--- src/rtl/microwave_timer_ctrl.sv ---
// Microwave countdown sequencer driving a 4-digit BCD cascade (MM:SS).
// Optional quick start (QUICK_TIME load on start) enabled by QUICK_START_EN.
module microwave_timer_ctrl #(
  parameter int          BEEP_TICKS = 3,
  parameter logic [15:0] QUICK_TIME = 16'h0030
) (
  input  logic        clk,
  input  logic        clear,
  input  logic        tick_1hz,
  input  logic        set_time,
  input  logic [15:0] time_in,
  input  logic        start,
  input  logic        cancel,
  input  logic        door_closed,
  input  logic        timer_zero,
  output logic [15:0] timer_din,
  output logic        timer_load,
  output logic        timer_stop,
  output logic        timer_clear,
  output logic        mag_on,
  output logic        beep,
  output logic [2:0]  state_o
);

  typedef enum logic [2:0] {
    IDLE  = 3'd0,
    READY = 3'd1,
    COOK  = 3'd2,
    PAUSE = 3'd3,
    DONE  = 3'd4
  } state_t;

  localparam int BW = $clog2(BEEP_TICKS + 1);

`ifdef QUICK_START_EN
  localparam bit QUICK_EN = 1'b1;
`else
  localparam bit QUICK_EN = 1'b0;
`endif

  state_t        state;
  state_t        state_nx;
  logic [BW-1:0] bcnt;
  logic [BW-1:0] bcnt_nx;
  logic          load;
  logic          run;
  logic          clr;
  logic          quick;
  logic          has_time;

  always_ff @(posedge clk or posedge clear) begin
    if (clear) begin
      state <= IDLE;
      bcnt  <= '0;
    end else begin
      state <= state_nx;
      bcnt  <= bcnt_nx;
    end
  end

  always_comb begin
    state_nx = state;
    bcnt_nx  = '0;
    load     = 1'b0;
    run      = 1'b0;
    clr      = 1'b0;
    quick    = 1'b0;
    has_time = (time_in != 16'h0000);
    case (state)
      IDLE: begin
        if (cancel) begin
          state_nx = IDLE;
        end else if (QUICK_EN && start && door_closed) begin
          quick    = 1'b1;
          load     = 1'b1;
          state_nx = COOK;
        end else if (set_time && has_time) begin
          load     = 1'b1;
          state_nx = READY;
        end
      end
      READY: begin
        if (cancel) begin
          clr      = 1'b1;
          state_nx = IDLE;
        end else if (start && door_closed) begin
          state_nx = COOK;
        end else if (set_time && has_time) begin
          load = 1'b1;
        end
      end
      COOK: begin
        // zero check first so the cascade never borrows past 00:00
        if (timer_zero) begin
          state_nx = DONE;
        end else if (cancel || !door_closed) begin
          state_nx = PAUSE;
        end else if (tick_1hz) begin
          run = 1'b1;
        end
      end
      PAUSE: begin
        if (cancel) begin
          clr      = 1'b1;
          state_nx = IDLE;
        end else if (start && door_closed) begin
          state_nx = COOK;
        end
      end
      DONE: begin
        bcnt_nx = bcnt;
        if (cancel) begin
          state_nx = IDLE;
        end else if (start) begin
          if (QUICK_EN && door_closed) begin
            quick    = 1'b1;
            load     = 1'b1;
            state_nx = COOK;
          end else begin
            state_nx = IDLE;
          end
        end else if (tick_1hz) begin
          if (bcnt == BW'(BEEP_TICKS - 1)) begin
            state_nx = IDLE;
          end else begin
            bcnt_nx = bcnt + 1'b1;
          end
        end
      end
      default: state_nx = IDLE;
    endcase
  end

  // reset forces the cascade into clear/hold regardless of inputs
  assign timer_load  = load & ~clear;
  assign timer_stop  = clear | ~(load | run);
  assign timer_clear = clear | clr;
  assign timer_din   = clear ? 16'h0000 :
                       quick ? QUICK_TIME : time_in;
  assign mag_on      = (state == COOK);
  assign beep        = (state == DONE);
  assign state_o     = state;

endmodule
--- config.mk ---
export PLATFORM = sky130hd
export DESIGN_NAME = microwave_timer_ctrl
export DESIGN_NICKNAME = d
export VERILOG_FILES = /design/src/rtl/microwave_timer_ctrl.sv
export SDC_FILE = /design/constraint.sdc
export NUM_CORES = 1
export LEC_CHECK = 0
export ABC_AREA = 1
export CORE_MARGIN = 2
export CORE_UTILIZATION = 31
export CTS_CLUSTER_SIZE = 28
export DETAILED_ROUTE_END_ITERATION = 8
export PLACE_DENSITY = 0.79
export SLEW_MARGIN = 40
export SYNTH_ARGS = -nofsm -noshare
export SYNTH_HDL_FRONTEND = slang
export SYNTH_SLANG_ARGS = --single-unit
--- constraint.sdc ---
create_clock -name clk -period 1.3 [get_ports clk]
set_input_delay 0.26 -clock clk [delete_from_list [all_inputs] [get_ports clk]]
set_output_delay 0.26 -clock clk [all_outputs]
set_load 0.01 [all_outputs]
; ---- Word level (Yosys, flattened, before mapping)
; Index checks and enable logic that the tools add are counted.
[word_totals]
register_bits = 5
input_bits = 24
elab_cells = 60
[op_classes]
bitwise_logic = 6
n_reduce_logical = 9
n_eq_ne = 14
mux = 28
n_addsub = 1
[ops]
columns = operator, count
row1 = 2-to-1 mux 3 bit, 10
row2 = 2-to-1 mux 16 bit, 1
row3 = nonzero test 16 bit, 1
row4 = one-hot mux 3 bit (4 select lines), 1
row5 = 2-to-1 mux 1 bit, 10
row6 = 2-to-1 mux 2 bit, 5
row7 = "!= test 2 bit, second input constant", 4
row8 = "equality test 3 x 2 -> 1 bit, second input constant", 2
row9 = AND reduction 5 bit, 1
row10 = "!= test 4 x 3 -> 1 bit, second input constant", 1
row11 = "!= test 4 bit, second input constant", 1
row12 = AND reduction 4 bit, 1
row13 = "equality test 3 x 1 -> 1 bit, second input constant", 1
row14 = "equality test 3 bit, second input constant", 1
row15 = logical NOT 3 bit, 1
row16 = "!= test 3 x 1 -> 1 bit, second input constant", 1
row17 = "!= test 3 x 2 -> 1 bit, second input constant", 1
row18 = "!= test 3 bit, second input constant", 1
row19 = bitwise OR 1 bit, 3
row20 = "adder 2 x 1 -> 2 bit, second input constant", 1
row21 = "equality test 2 bit, second input constant", 1
row22 = logical AND 1 bit, 2
row23 = NOT 1 bit, 2
row24 = one-hot mux 1 bit (2 select lines), 1
row25 = other kinds (4), 4

; ---- Longest topological paths before layout
; Gate-level depths: netlist (run 1).
[depth]
depth_word = 9
mapped_depth = 9

; ---- Least setup slack after synthesis (run 1)
; OpenSTA, ideal clock, no wires.
[synth_timing]
kind = reg-to-output
from = register state[2], in the netlist state_o[2]
to = output timer_stop
path_buffers = 0
arrival_time_ns = 1.147
path_slack_ns = -0.107
path_stages_with_launch = 5
path_cell_list = dfrtp_1 -> nor3_1 -> o21ai_1 -> nor3_2 -> nor2_1
[synth_via]
elab_chain_cells = 5
elab_cells_between_ends = 8
[synth_lines]
columns = item, line_no
row1 = start: declaration, 41  ; state_t state;
row2 = start signal: assignment, 56  ; state <= state_nx;
row3 = equality test 3 x 1 -> 1 bit (tied with other cells), 69  ; case (state)
row4 = one-hot mux 1 bit (2 select lines) / 2-to-1 mux 1 bit (equally long branches), 69
row5 = bitwise OR 1 bit (*), 136  ; assign timer_stop = clear | ~(load | run);
row6 = NOT 1 bit (*), 136
row7 = bitwise OR 1 bit (*), 136
row8 = end: declaration, 18  ; output logic timer_stop,
; Mark *: on every way between the ends. The rest lies on a longest branch, timed or not.

; ---- Worst setup path after layout (run 1)
; Same ends and word-level chain as after synthesis.

==> run_results.csv, run 1 <==
group,metric,value,unit
place,gp_congestion,0.844,
cts,cts_num_sinks,5,
grt,grt_max_degree,16,
grt,overflow,0,
yosys,synth.most_common_cell,"nor2_1",
setup_path,end_kind,"output pin",
setup_path,path_max_fanout,4,
sta,relSlewSlack,84.7,%
grt,grt_antenna_before_repair,0,
cts,clk_path_buf_depth,2,
floorplanning,core,1710,µm²
pwr,power_density,1030,nW/µm²
place,placedCellCount,189,
cts,clkTransAtPathRegs,40,ps
sta,setup_violations,6,
floorplanning,die_height,46.3,µm
final_layout,fillers,135,
yosys,synth_area_leaders,"dfrtp_1 23%, nor2_1 20%, inv_1 16%",
routing,route.detailed.drc,0,
sta,period_share,127,%
yosys,synth_ff_type,"dfrtp_1",
routing,drtPass1Iterations,4,
yosys,synth_common_cells,"30 x nor2_1, 24 x inv_1, 21 x nand2_1",
floorplanning,std_cell_rows,15,
routing,wl,2470,µm
grt,first_global_vias,822,
yosys,synth_top_area_share,22.5,%
cts,clock_latency,260,ps
sta,worst_slack,-350,ps
routing,ant_nets,0,
final_layout,drive_gt1_share,42.9,%
final_layout,fin_nets,201,
yosys,yosysTopAreaCell,"dfrtp_1",
floorplanning,initial_core_util,32.5,%
routing,routed_via_density,4.52,
final_layout,final_core_util,76.2,%
routing,num_vias,904,
sta,setup_tns,-1300,ps
sta,hold_violations,0,
sta,fmax,606,MHz
place,io_buffers,47,
yosys,ys_seq_elements,5,
yosys,synthArstFlopShare,100,%
routing,drt-initial-drc-count,16,
yosys,ys_seq_area_share,22.5,%
sta,rsz0062_at_grt,"true",
final_layout,syn2layout_area_growth,134,%
grt,grt_first_pass_wirelength,3270,µm
yosys,synth_area,556,µm²
routing,post_drt_wl_per_cell,12.4,µm
yosys,syn_area_per_cell,5.39,µm²
sta,slew_viol_final,0,
job,maxCapViolCount,0,
sta,fin_crit,1650,ps
final_layout,antenna_cells,0,
yosys,yosysWarnings,0,
floorplanning,dieArea,2150,µm²
yosys,syn_nets,128,
grt,track_usage,21.1,%
floorplanning,io_pins,48,
setup_path,crit_type,"register to output pin",
sta,tightest_slew,227,ps
floorplanning,dieWidth,46.3,µm
setup_path,startpoint_type,"register",
status,status,"finished with violations",
place,place_ws,-795,ps
hold_path,hold_path_class,"primary input to asynchronous set/reset pin",
setup_path,critPathArrivalTime,1390,ps
pwr,p_leak,0.862,nW
yosys,synth_edf_count,0,
final_layout,instances_no_fill,200,
pwr,total_power,0.00134,W
setup_path,crit_required,1040,ps
status,violations,"negative setup slack",
cts,h-tree-depth,1,
sta,fin_worst_skew,2.65,ps
yosys,yosysUniqueCellTypes,20,
cts,cts_root_buffer,"clkbuf_4",
cts,cts_tree,"done",
cts,cts_made_buffers,3,
pwr,vdd_drop_max,0.000845,V
yosys,syn_inst,103,
place,dp_hpwl,1590,µm
==> state kept, by name, indices dropped and copies added (netlist names) <==
name     cells
state_o      3
bcnt         2
==> kinds of logic (layout without fill, tap and decap cells) <==
kind of cell               after synthesis  after routing  share of synthesized area, %
adders and majority gates                1              1                          2.25
AOI/OAI and AO/OA                        7              7                          7.21
and+or+nand+nor                         63             63                          49.6
DFF                                      5              5                          22.5
buffers and inverters                   27             99                          18.5
==> routing by layer <==
metal  share of wire [%]  wire length, µm  track usage [%]  vias to the layer above
met5                   0                0                0                        -
met1                  39              974             24.8                      413
met2                  53             1310             36.7                       38
li1                    -                -                -                      447
met4                 1.5               37             3.43                        0
met3                 6.1              150             7.84                        6
==> worst max-delay path, stage by stage (launching register included) <==
cell and delay (ps):
dfrtp_2 440, inv_2 80, nand2_2 60, nor2_4 110
nand2_4 70, nor4_4 160, nor2_2 70, buf_2 140
==> cell usage in the layout (no fill, tap or decap), types with 3 or more instances in the layout <==
cell	netlist	final
nor2_1	30	26
buf_2	1	22
inv_1	24	21
nand2_1	21	18
dlymetal6s2s_1	0	18
buf_4	0	17
buf_6	0	8
inv_2	1	4
nor2_2	2	4
nor3_4	0	3
nand2_2	0	3
nor2_4	1	3
dfrtp_1	5	3
clkbuf_4	0	3
clkdlybuf4s50_1	0	3
==> layout make-up <==
| type | count | area, µm² | share of cell area, % |
|---|---|---|---|
| timing repair buffer | 70 | 603 | 46.3 |
| multi-input combinational | 71 | 419 | 32.2 |
| sequential | 5 | 128 | 9.81 |
| inverter | 25 | 93.8 | 7.21 |
| tap | 25 | 31.3 | 2.40 |
| clock buffer | 4 | 26.3 | 2.02 |
==> path summary, 6_finish.rpt <==
path,from,to,slack (ps),cells after the start
min,clear,state_o[0],250,3
max in group asynchronous,clear,state_o[1],920,3
max reg2reg,bcnt[0],state_o[1],-20,9
min in group clk,start,bcnt[0],420,4
max,state_o[2],timer_stop,-350,7
min reg2reg,bcnt[0],bcnt[0],530,2
==> power by group <==
part / internal (W) / leakage, nW / switching, W
Sequential: 0.000194 / 0.0644 / 0.0000422
Clock: 0.000117 / 0.0150 / 0.0000746
Combinational: 0.000472 / 0.783 / 0.000438
==> metrics by stage <==
stage,hold WS [ps],area (µm²)
floorplan,235,583
global placement,506,1200
detailed placement,535,1200
CTS,216,1190
global route,275,1300
finish,255,1300
==> repair_timing <==
action,CTS,global route
pin swaps,5,17
resized for setup,110,35
setup buffers,6,3
endpoints found under the hold margin,0,0
hold buffers,0,0
endpoints found under the setup margin,26,17
Power figures use the tool's default switching activity.
==> inputs of run 2 (changes only) <==
--- a/config.mk
+++ b/config.mk
@@ -6,7 +6,6 @@
 export NUM_CORES = 1
 export LEC_CHECK = 0
 export ABC_AREA = 1
-export CORE_MARGIN = 2
 export CORE_UTILIZATION = 31
 export CTS_CLUSTER_SIZE = 28
 export DETAILED_ROUTE_END_ITERATION = 8
==> run 2 against run 1 <==
  * The flow still finishes with violations (negative setup slack)
  * Combinational power down 3.5%
  * Register-to-register slack lost 50 ps
  * Critical path depth down 1
  * First-iteration DRC count down 63%
  * Clock-buffer cell count unchanged
  * Die area down 8.4%
  * Maximum frequency fell by 0.48%
  * Design area fell by 1.9%
  * Critical path type unchanged
==> run_results.csv, run 2 (synthesis results as in run 1) <==
group,metric,value,unit
routing,ant_nets,0,
cts,cts_hold_buf,0,
sta,hold_violations,0,
pwr,combPwrFrac,67.0,%
floorplanning,std_cell_rows,14,
routing,drtPass1Iterations,4,
pwr,clkPwrFrac,14.4,%
cts,cts_made_buffers,3,
status,status,"finished with violations",
sta,setup_tns,-1360,ps
floorplanning,core,1590,µm²
cts,clk_path_buf_depth,2,
sta,fin_worst_skew,0.435,ps
final_layout,fin_nets,200,
grt,grt_max_degree,17,
cts,cts_root_buffer,"clkbuf_4",
cts,clock_latency,250,ps
pwr,total_power,0.00131,W
cts,cts_tree,"done",
setup_path,crit_chain,"buf_6 > nor2_4 > nand2_4 > nor4_4 > nor2_2 > buf_2",
sta,slew_viol_final,0,
setup_path,r2r_end,"state_o[1]",
setup_path,end_kind,"output pin",
job,maxCapViolCount,0,
setup_path,crit_required,1040,ps
routing,drt-initial-drc-count,6,
place,gp_congestion,0.797,
final_layout,final_cell_mix,"28 x nor2_1, 22 x inv_1, 20 x buf_2",
final_layout,drive_gt1_share,40.8,%
pwr,p_sw_share,41.9,%
sta,worst_slack,-358,ps
final_layout,syn2layout_area_growth,130,%
floorplanning,initial_core_util,34.9,%
grt,first_global_vias,885,
sta,setup_violations,10,
setup_path,crit_type,"register to output pin",
sta,rsz0062_at_grt,"true",
setup_path,r2r_cells,8,
sta,relSlewSlack,83.8,%
floorplanning,dieWidth,44.3,µm
final_layout,antenna_cells,0,
setup_path,cp-startpoint,"state_o[0]",
cts,h-tree-depth,1,
final_layout,final_core_util,80.1,%
grt,grt_first_pass_wirelength,3690,µm
final_layout,largest_reg_flops,3,
pwr,p_int,0.000761,W
sta,tightest_slew,241,ps
pwr,seq_power_share,18.7,%
routing,post_drt_wl_per_cell,12.7,µm
sta,fin_crit,1660,ps
setup_path,startpoint_type,"register",
floorplanning,die_height,44.3,µm
place,io_buffers,47,
routing,num_vias,887,
grt,overflow,0,
floorplanning,io_pins,48,
setup_path,crit_slowest_cell,"dfrtp_1",
routing,routed_via_density,4.48,
setup_path,r2r_slack,-70,ps
routing,route.detailed.drc,0,
cts,clkTransAtPathRegs,40,ps
status,violations,"negative setup slack",
grt,grt_antenna_before_repair,0,
setup_path,reg2reg_from,"state_o[1]",
grt,track_usage,27.1,%
pwr,vdd_drop_max,0.000671,V
setup_path,critPathArrivalTime,1400,ps
final_layout,final_common_cell,"nor2_1",
cts,cts_num_sinks,5,
routing,wl,2520,µm
setup_path,slowest_delay,430,ps
place,dp_hpwl,1790,µm
pwr,power_density,1030,nW/µm²
setup_path,path_max_fanout,3,
pwr,p_leak,0.824,nW
sta,period_share,128,%
floorplanning,dieArea,1970,µm²
sta,fmax,603,MHz
pwr,p_switching,0.000549,W
hold_path,hold_path_class,"primary input to asynchronous set/reset pin",
-- run 2: worst max path at each step --
stage | endpoint | slack, ps | cells past startpoint
final | timer_stop | -360 | 6
after CTS | timer_stop | -330 | 5
after detailed placement | timer_load | -770 | 8
after floorplan | timer_stop | 4 | 6
after global routing | timer_stop | -390 | 6
after global placement | timer_load | -780 | 8
-- run 2: critical path: cells and delay by family, from the launching register on --
family	cells	cell delay, ps
and+or+nand+nor	4	420
DFF	1	430
buffers and inverters	2	290
-- run 2: power groups by stage --
stage / Combinational, W / Clock [W] / Sequential (W)
after global routing: 0.000948 / 0.000199 / 0.000248
after detailed placement: 0.000740 / 0 / 0.000231
after floorplan: 0.000265 / 0 / 0.000264
final: 0.000878 / 0.000188 / 0.000244
after CTS: 0.000840 / 0.000185 / 0.000239
after global placement: 0.000722 / 0 / 0.000231
-- run 2: metrics by stage --
step | hold slack [ps] | cell area (µm²) | instances | worst slack (ps)
final | 235 | 1280 | 198 | -358
after global routing | 248 | 1280 | 198 | -392
after CTS | 179 | 1230 | 199 | -327
after detailed placement | 533 | 1210 | 190 | -770
after global placement | 518 | 1210 | 190 | -776
after floorplan | 235 | 583 | 103 | 4.46
-- run 2: what timing repair did --
action,in CTS,in global routing
endpoints found under the hold margin,0,0
buffers inserted,6,2
gates resized for setup,117,25
pin swaps,7,6
setup endpoints to repair,26,17
-- run 2: layout make-up --
type	instances	area, µm²
multi-input cells	71	409
inverters	25	93.8
clock buffers	4	26.3
fillers	119	318
flip-flops and latches	5	128
well taps	24	30.0
repair buffers	69	589
-- run 2: routing by layer --
layer	vias to the layer above	GRT usage [%]	share of wire [%]
li1	449	-	-
met1	397	28.4	38
met2	31	45.0	54
met3	10	9.39	4.0
met4	0	18.8	4.2
met5	-	0	0
